--- config.mk ---
export PLATFORM = sky130hd
export DESIGN_NAME = lcd_ctrl
export DESIGN_NICKNAME = d
export VERILOG_FILES = /design/src/rtl/lcd_pkg.sv /design/src/rtl/lcd_delay_cnt.sv /design/src/rtl/lcd_ctrl.sv
export SDC_FILE = /design/constraint.sdc
export NUM_CORES = 1
export LEC_CHECK = 0
export ABC_AREA = 1
export CAP_MARGIN = 20
export CORE_UTILIZATION = 60
export DETAILED_ROUTE_END_ITERATION = 8
export GPL_ROUTABILITY_DRIVEN = 0
export PLACE_DENSITY = 0.94
export SLEW_MARGIN = 30
export SYNTH_ARGS = -nofsm -noshare
export SYNTH_HDL_FRONTEND = slang
export SYNTH_HIERARCHICAL = 1
export SYNTH_SLANG_ARGS = --single-unit
--- constraint.sdc ---
create_clock -name clk_i -period 6.3 [get_ports clk_i]
set_clock_uncertainty 0.05 [all_clocks]
set_input_delay 1.89 -clock clk_i [delete_from_list [all_inputs] [get_ports clk_i]]
set_output_delay 1.89 -clock clk_i [all_outputs]
set_load 0.02 [all_outputs]
--- src/rtl/lcd_pkg.sv ---
// Shared types, HD44780 command constants and helpers for the LCD controller.
package lcd_pkg;

  typedef enum logic [2:0] {
    PWR_WAIT,
    SETUP,
    PULSE,
    HOLD,
    WAIT,
    IDLE
  } lcd_state_e;

  localparam logic [7:0] LCD_INIT_FUNCSET = 8'h38;
  localparam logic [7:0] LCD_INIT_DISPON  = 8'h0C;
  localparam logic [7:0] LCD_CMD_CLEAR    = 8'h01;
  localparam logic [7:0] LCD_INIT_ENTRY   = 8'h06;
  localparam logic [7:0] LCD_CMD_HOME     = 8'h02;

  // Clear and both home encodings need the long execution wait.
  function automatic logic is_slow_cmd(input logic rs, input logic [7:0] data);
    return !rs && (data == LCD_CMD_CLEAR || data == LCD_CMD_HOME || data == 8'h03);
  endfunction

  function automatic logic [7:0] init_rom(input logic [1:0] idx);
    case (idx)
      2'd0:    return LCD_INIT_FUNCSET;
      2'd1:    return LCD_INIT_DISPON;
      2'd2:    return LCD_CMD_CLEAR;
      default: return LCD_INIT_ENTRY;
    endcase
  endfunction

  function automatic int unsigned max2(input int unsigned a, input int unsigned b);
    return (a > b) ? a : b;
  endfunction

endpackage

--- src/rtl/lcd_delay_cnt.sv ---
// Loadable down-counter with zero flag; holds at zero until reloaded.
module lcd_delay_cnt #(
  parameter int unsigned W       = 4,
  parameter int unsigned RST_VAL = 0
) (
  input  logic         clk,
  input  logic         rst,
  input  logic         load,
  input  logic [W-1:0] load_val,
  output logic         zero
);

  logic [W-1:0] cnt;

  always_ff @(posedge clk) begin
    if (rst)
      cnt <= W'(RST_VAL);
    else if (load)
      cnt <= load_val;
    else if (cnt != '0)
      cnt <= cnt - 1'b1;
  end

  assign zero = (cnt == '0);

endmodule

--- src/rtl/lcd_ctrl.sv ---
// HD44780 write sequencer: power-up wait, 4-command init, then LSU-driven writes.
module lcd_ctrl
  import lcd_pkg::*;
#(
  parameter int unsigned T_POWERUP = 750000,
  parameter int unsigned T_SETUP   = 4,
  parameter int unsigned T_PULSE   = 12,
  parameter int unsigned T_HOLD    = 2,
  parameter int unsigned T_CMD     = 2500,
  parameter int unsigned T_CLR     = 82000
) (
  input  logic       clk_i,
  input  logic       rst_i,
  input  logic       cmd_valid_i,
  input  logic       cmd_rs_i,
  input  logic [7:0] cmd_data_i,
  output logic       cmd_ready_o,
  input  logic       lcd_on_i,
  output logic       init_done_o,
  output logic       busy_o,
  output logic       lcd_on_o,
  output logic       lcd_en_o,
  output logic       lcd_rs_o,
  output logic       lcd_rw_o,
  output logic [7:0] lcd_data_o
);

  localparam int unsigned T_MAX = max2(max2(max2(T_POWERUP, T_SETUP), max2(T_PULSE, T_HOLD)),
                                       max2(T_CMD, T_CLR));
  localparam int unsigned CW = (T_MAX > 1) ? $clog2(T_MAX) : 1;

  localparam logic [CW-1:0] L_SETUP = CW'(T_SETUP - 1);
  localparam logic [CW-1:0] L_PULSE = CW'(T_PULSE - 1);
  localparam logic [CW-1:0] L_HOLD  = CW'(T_HOLD - 1);
  localparam logic [CW-1:0] L_CMD   = CW'(T_CMD - 1);
  localparam logic [CW-1:0] L_CLR   = CW'(T_CLR - 1);

  lcd_state_e    state_q, state_d;
  logic [1:0]    idx_q, idx_d;
  logic          done_q, done_d;
  logic          rs_q, rs_d;
  logic [7:0]    data_q, data_d;
  logic          en_q, ready_q, on_q;
  logic          load;
  logic [CW-1:0] load_val;
  logic          cnt_zero;

  lcd_delay_cnt #(
    .W       (CW),
    .RST_VAL (T_POWERUP - 1)
  ) u_cnt (
    .clk      (clk_i),
    .rst      (rst_i),
    .load     (load),
    .load_val (load_val),
    .zero     (cnt_zero)
  );

  always_comb begin
    state_d  = state_q;
    idx_d    = idx_q;
    done_d   = done_q;
    rs_d     = rs_q;
    data_d   = data_q;
    load     = 1'b0;
    load_val = '0;
    case (state_q)
      PWR_WAIT: if (cnt_zero) begin
        state_d  = SETUP;
        rs_d     = 1'b0;
        data_d   = init_rom(2'd0);
        load     = 1'b1;
        load_val = L_SETUP;
      end
      SETUP: if (cnt_zero) begin
        state_d  = PULSE;
        load     = 1'b1;
        load_val = L_PULSE;
      end
      PULSE: if (cnt_zero) begin
        state_d  = HOLD;
        load     = 1'b1;
        load_val = L_HOLD;
      end
      HOLD: if (cnt_zero) begin
        state_d  = WAIT;
        load     = 1'b1;
        load_val = is_slow_cmd(rs_q, data_q) ? L_CLR : L_CMD;
      end
      WAIT: if (cnt_zero) begin
        if (!done_q && idx_q != 2'd3) begin
          idx_d    = idx_q + 2'd1;
          state_d  = SETUP;
          rs_d     = 1'b0;
          data_d   = init_rom(idx_q + 2'd1);
          load     = 1'b1;
          load_val = L_SETUP;
        end else begin
          done_d  = 1'b1;
          state_d = IDLE;
        end
      end
      IDLE: if (cmd_valid_i) begin
        state_d  = SETUP;
        rs_d     = cmd_rs_i;
        data_d   = cmd_data_i;
        load     = 1'b1;
        load_val = L_SETUP;
      end
      default: state_d = PWR_WAIT;
    endcase
  end

  // Pin registers decode the next state so EN/ready change on the same edge as the FSM.
  always_ff @(posedge clk_i) begin
    if (rst_i) begin
      state_q <= PWR_WAIT;
      idx_q   <= '0;
      done_q  <= 1'b0;
      rs_q    <= 1'b0;
      data_q  <= '0;
      en_q    <= 1'b0;
      ready_q <= 1'b0;
    end else begin
      state_q <= state_d;
      idx_q   <= idx_d;
      done_q  <= done_d;
      rs_q    <= rs_d;
      data_q  <= data_d;
      en_q    <= (state_d == PULSE);
      ready_q <= (state_d == IDLE);
    end
  end

  always_ff @(posedge clk_i) begin
    if (rst_i)
      on_q <= 1'b0;
    else
      on_q <= lcd_on_i;
  end

  assign cmd_ready_o = ready_q;
  assign busy_o      = ~ready_q;
  assign init_done_o = done_q;
  assign lcd_on_o    = on_q;
  assign lcd_en_o    = en_q;
  assign lcd_rs_o    = rs_q;
  assign lcd_rw_o    = 1'b0;
  assign lcd_data_o  = data_q;

endmodule

==> run summary <==
CTS Buf Count: 5
Rows: 22
Htree depth: 2
Hold Crit Class: reg -> reg
Fraction of layout cells with a size suffix above 1: 15.49%
Routed WL: 5019 um
Core area: 0.003689 mm^2
Vert. Die Dim: 64.42 um
WL met1: 2135 um
Total GRT Usage: 26.94%
Fin worst setup slack: 2.773 ns
Final setup violation count: 0
Syn Area/Cell: 6.716 um^2
Final hold slack: 0.4470 ns
Hold depth: 3
Primary FF master, synth: dfxtp_1
CTS max path bufs: 2
RR Endpoint: u_cnt/cnt[4]$_SDFFE_PP0P_
Port Buffers: 26
Starting Density: 63.36%
Post-CTS Setup Bufs: 0
CTS sink cnt: 38
Final period util: 55.99%
Cell Int Power: 0.3272 mW
Max Used Layer: met4
Seq/Total Area, Yosys: 32.55%
Syn Inst Count: 348
Ports: 28
VDD IR max: 0.0001551 V
Largest net degree at the start of global routing: 27
Post-synth EDFFs: 0
Synthesized area: 0.002337 mm^2
Sequential group share of total power: 57.0%
Outcome: completed
Ys async rst share: 0%
F_max: 283.5 MHz
Met2 wire len: 2568 um
RSZ-0062 raised after global routing: no
Hold endpoint: u_cnt/cnt[17]$_SDFFE_PP1P_
Die W: 64.42 um
Synth area leader: dfxtp_1
XOR/XNOR Fraction of Synth Area: 3.747%
Reg2Reg Setup Slack: 3.39 ns
CTS tree: yes
Area Overhead vs Synth: 15.74%
Yosys reg bits: 38
Die ar.: 0.004149 mm^2
Vias in the first global route: 2092
MaxCap Viol Count: 0
Worst Setup End Kind: flop
Remaining Overflow, GRT: 0
# resized after CTS: 0
Inserted Diodes: 0
Crit path launch: cmd_valid_i
Via Count: 2239
Post-Synth Adder-Cell Area: 2.677%
Post-DP HPWL: 3827 um
DRC: 0
Largest family of logic cells by synthesized area: simple AND/OR/NAND/NOR gates
Synth top area share: 32.55%
Setup CP Type: in -> reg
WL per Instance: 11.70 um
Synth Area in Compound Gates: 9.529%
PwrDens: 157.8 mW/mm^2
Crit path DAT: 3.65 ns
Most frequent cell after synthesis: nand2_1
Post-synthesis simple-gate area fraction: 42.08%
ANT nets after route: 0
Drt initial violations: 137
First-pass GRT wire length: 8707 um
Rel. slew slack: 62.31%
CP Launch Type: input pin
Vias per inst: 5.219
Dpl ws: 2.311 ns
Syn. warnings: 6
Worst Tran Pin Value: 0.5646 ns
Mux cell area share after synthesis: 0%
Final critical-path required period: 3.527 ns
Layout Nets: 399
Power share of the clock group: 37.3%
Pins Over Slew Limit: 0
Worst skew pair latency: 0.29 ns
FF-to-FF Start: u_cnt/cnt[16]$_SDFFE_PP1P_
WL met3: 230 um
Hold Violations, Final: 0
DRT Pass-1 Iters: 4
Fin Setup TNS: 0 ns
Hold buffers post-CTS: 0
Worst EP required: 6.43 ns
Synth unique cells: 35
Commonest cells post-synth: nand2_1, nor2_1, dfxtp_1, inv_1, nor2_2
Switch Pwr: 0.09974 mW
Crit Path Max Fanout: 19
Initial antenna violation count: 0
Synth top area cells: dfxtp_1, nand2_1, nor2_2
Lkg Pwr: 1.126 nW
Worst-path clk slew: 0.07 ns
Sw Ratio: 23.36%
Min-delay src: u_cnt/cnt[17]$_SDFFE_PP1P_
Logic gate share of total power: 5.6%
R2r worst-path depth: 14
Root Driver: clkbuf_8
critical path: stages:
cell,delay (ns)
clkdlybuf4s50_1,0.40
inv_1,0.07
nor2_1,0.05
nor2_1,0.15
o21ai_1,0.09
buf_4,0.22
inv_1,0.32
nand4_2,0.22
a21oi_1,0.15
o21ai_0,0.09
sequential cells by signal, indices dropped and copies added, names as in the netlist:
| register | count |
|---|---|
| cmd_ready_o | 1 |
| idx_q | 2 |
| init_done_o | 1 |
| lcd_data_o | 8 |
| lcd_en_o | 1 |
| lcd_on_o | 1 |
| lcd_rs_o | 1 |
| state_q | 3 |
| u_cnt/cnt | 20 |
metal layers:
metal	track usage (%)	vias to the layer above
li1	-	1160
met1	31.22	1011
met2	47.50	58
met3	6.514	10
met4	10.28	0
met5	0	-
metrics by stage:
| stage | total power, mW | utilization [%] | area, um^2 | instances |
|---|---|---|---|---|
| 6_report | 0.4269 | 73.34 | 2705 | 429 |
| 3_3_place_gp | 0.2725 | 71.34 | 2631 | 422 |
| 4_1_cts | 0.4313 | 73.47 | 2710 | 429 |
| 3_5_place_dp | 0.2733 | 71.34 | 2631 | 422 |
| 5_1_grt | 0.4416 | 73.34 | 2705 | 429 |
| 2_1_floorplan | 0.2617 | - | 2375 | 358 |
final cells by class:
type / count / area, um^2
sequential: 38 / 760.7
clock inverter: 2 / 10.01
multi-input combinational: 271 / 1398
clock buffer: 5 / 68.82
fill: 307 / 983.4
tap: 48 / 60.06
timing repair buffer: 27 / 262.8
inverter: 38 / 145.1
power by group through the flow:
| stage | Sequential (mW) | Clock [mW] | Combinational [mW] |
|---|---|---|---|
| detailed placement | 0.249 | 0 | 0.0243 |
| global route | 0.244 | 0.171 | 0.0275 |
| CTS | 0.243 | 0.163 | 0.0244 |
| floorplan | 0.249 | 0 | 0.0125 |
| global placement | 0.249 | 0 | 0.0234 |
| finish | 0.243 | 0.159 | 0.0241 |
worst max-delay path by stage:
stage,depth (start not counted),endpoint
after global routing,10,u_cnt/cnt[1]$_SDFFE_PP1P_
after CTS,4,idx_q[1]$_SDFFE_PP0P_
after global placement,4,idx_q[1]$_SDFFE_PP0P_
after floorplan,10,u_cnt/cnt[7]$_SDFFE_PP1P_
final,10,u_cnt/cnt[1]$_SDFFE_PP1P_
after detailed placement,4,idx_q[1]$_SDFFE_PP0P_
logic make-up after synthesis:
family                     Yosys count
AOI/OAI and AO/OA                   40
other                                1
buffers and inverters               49
xor gates and xnor gates            10
adders and majority gates            5
and+or+nand+nor                    205
DFF                                 38
cell usage in the layout, fill, tap and decap left out, types with 2 or more instances in the layout:
cell	netlist	layout
nand3_2	2	2
o21ai_0	13	12
clkbuf_8	0	5
clkinv_2	0	2
inv_1	34	34
inv_2	2	2
conb_1	1	11
ha_1	5	5
nor2_4	3	3
o21a_1	2	2
nand2_2	8	8
nand3_1	19	19
nor3_1	4	4
nand2_1	77	77
xnor2_1	4	4
xor2_1	6	6
nor2_2	29	29
or2_2	2	2
a21oi_1	18	18
o211ai_1	5	5
nand4_1	11	11
clkdlybuf4s50_1	0	25
dfxtp_1	38	38
nor2_1	45	45
Power figures use the tool's default switching activity.
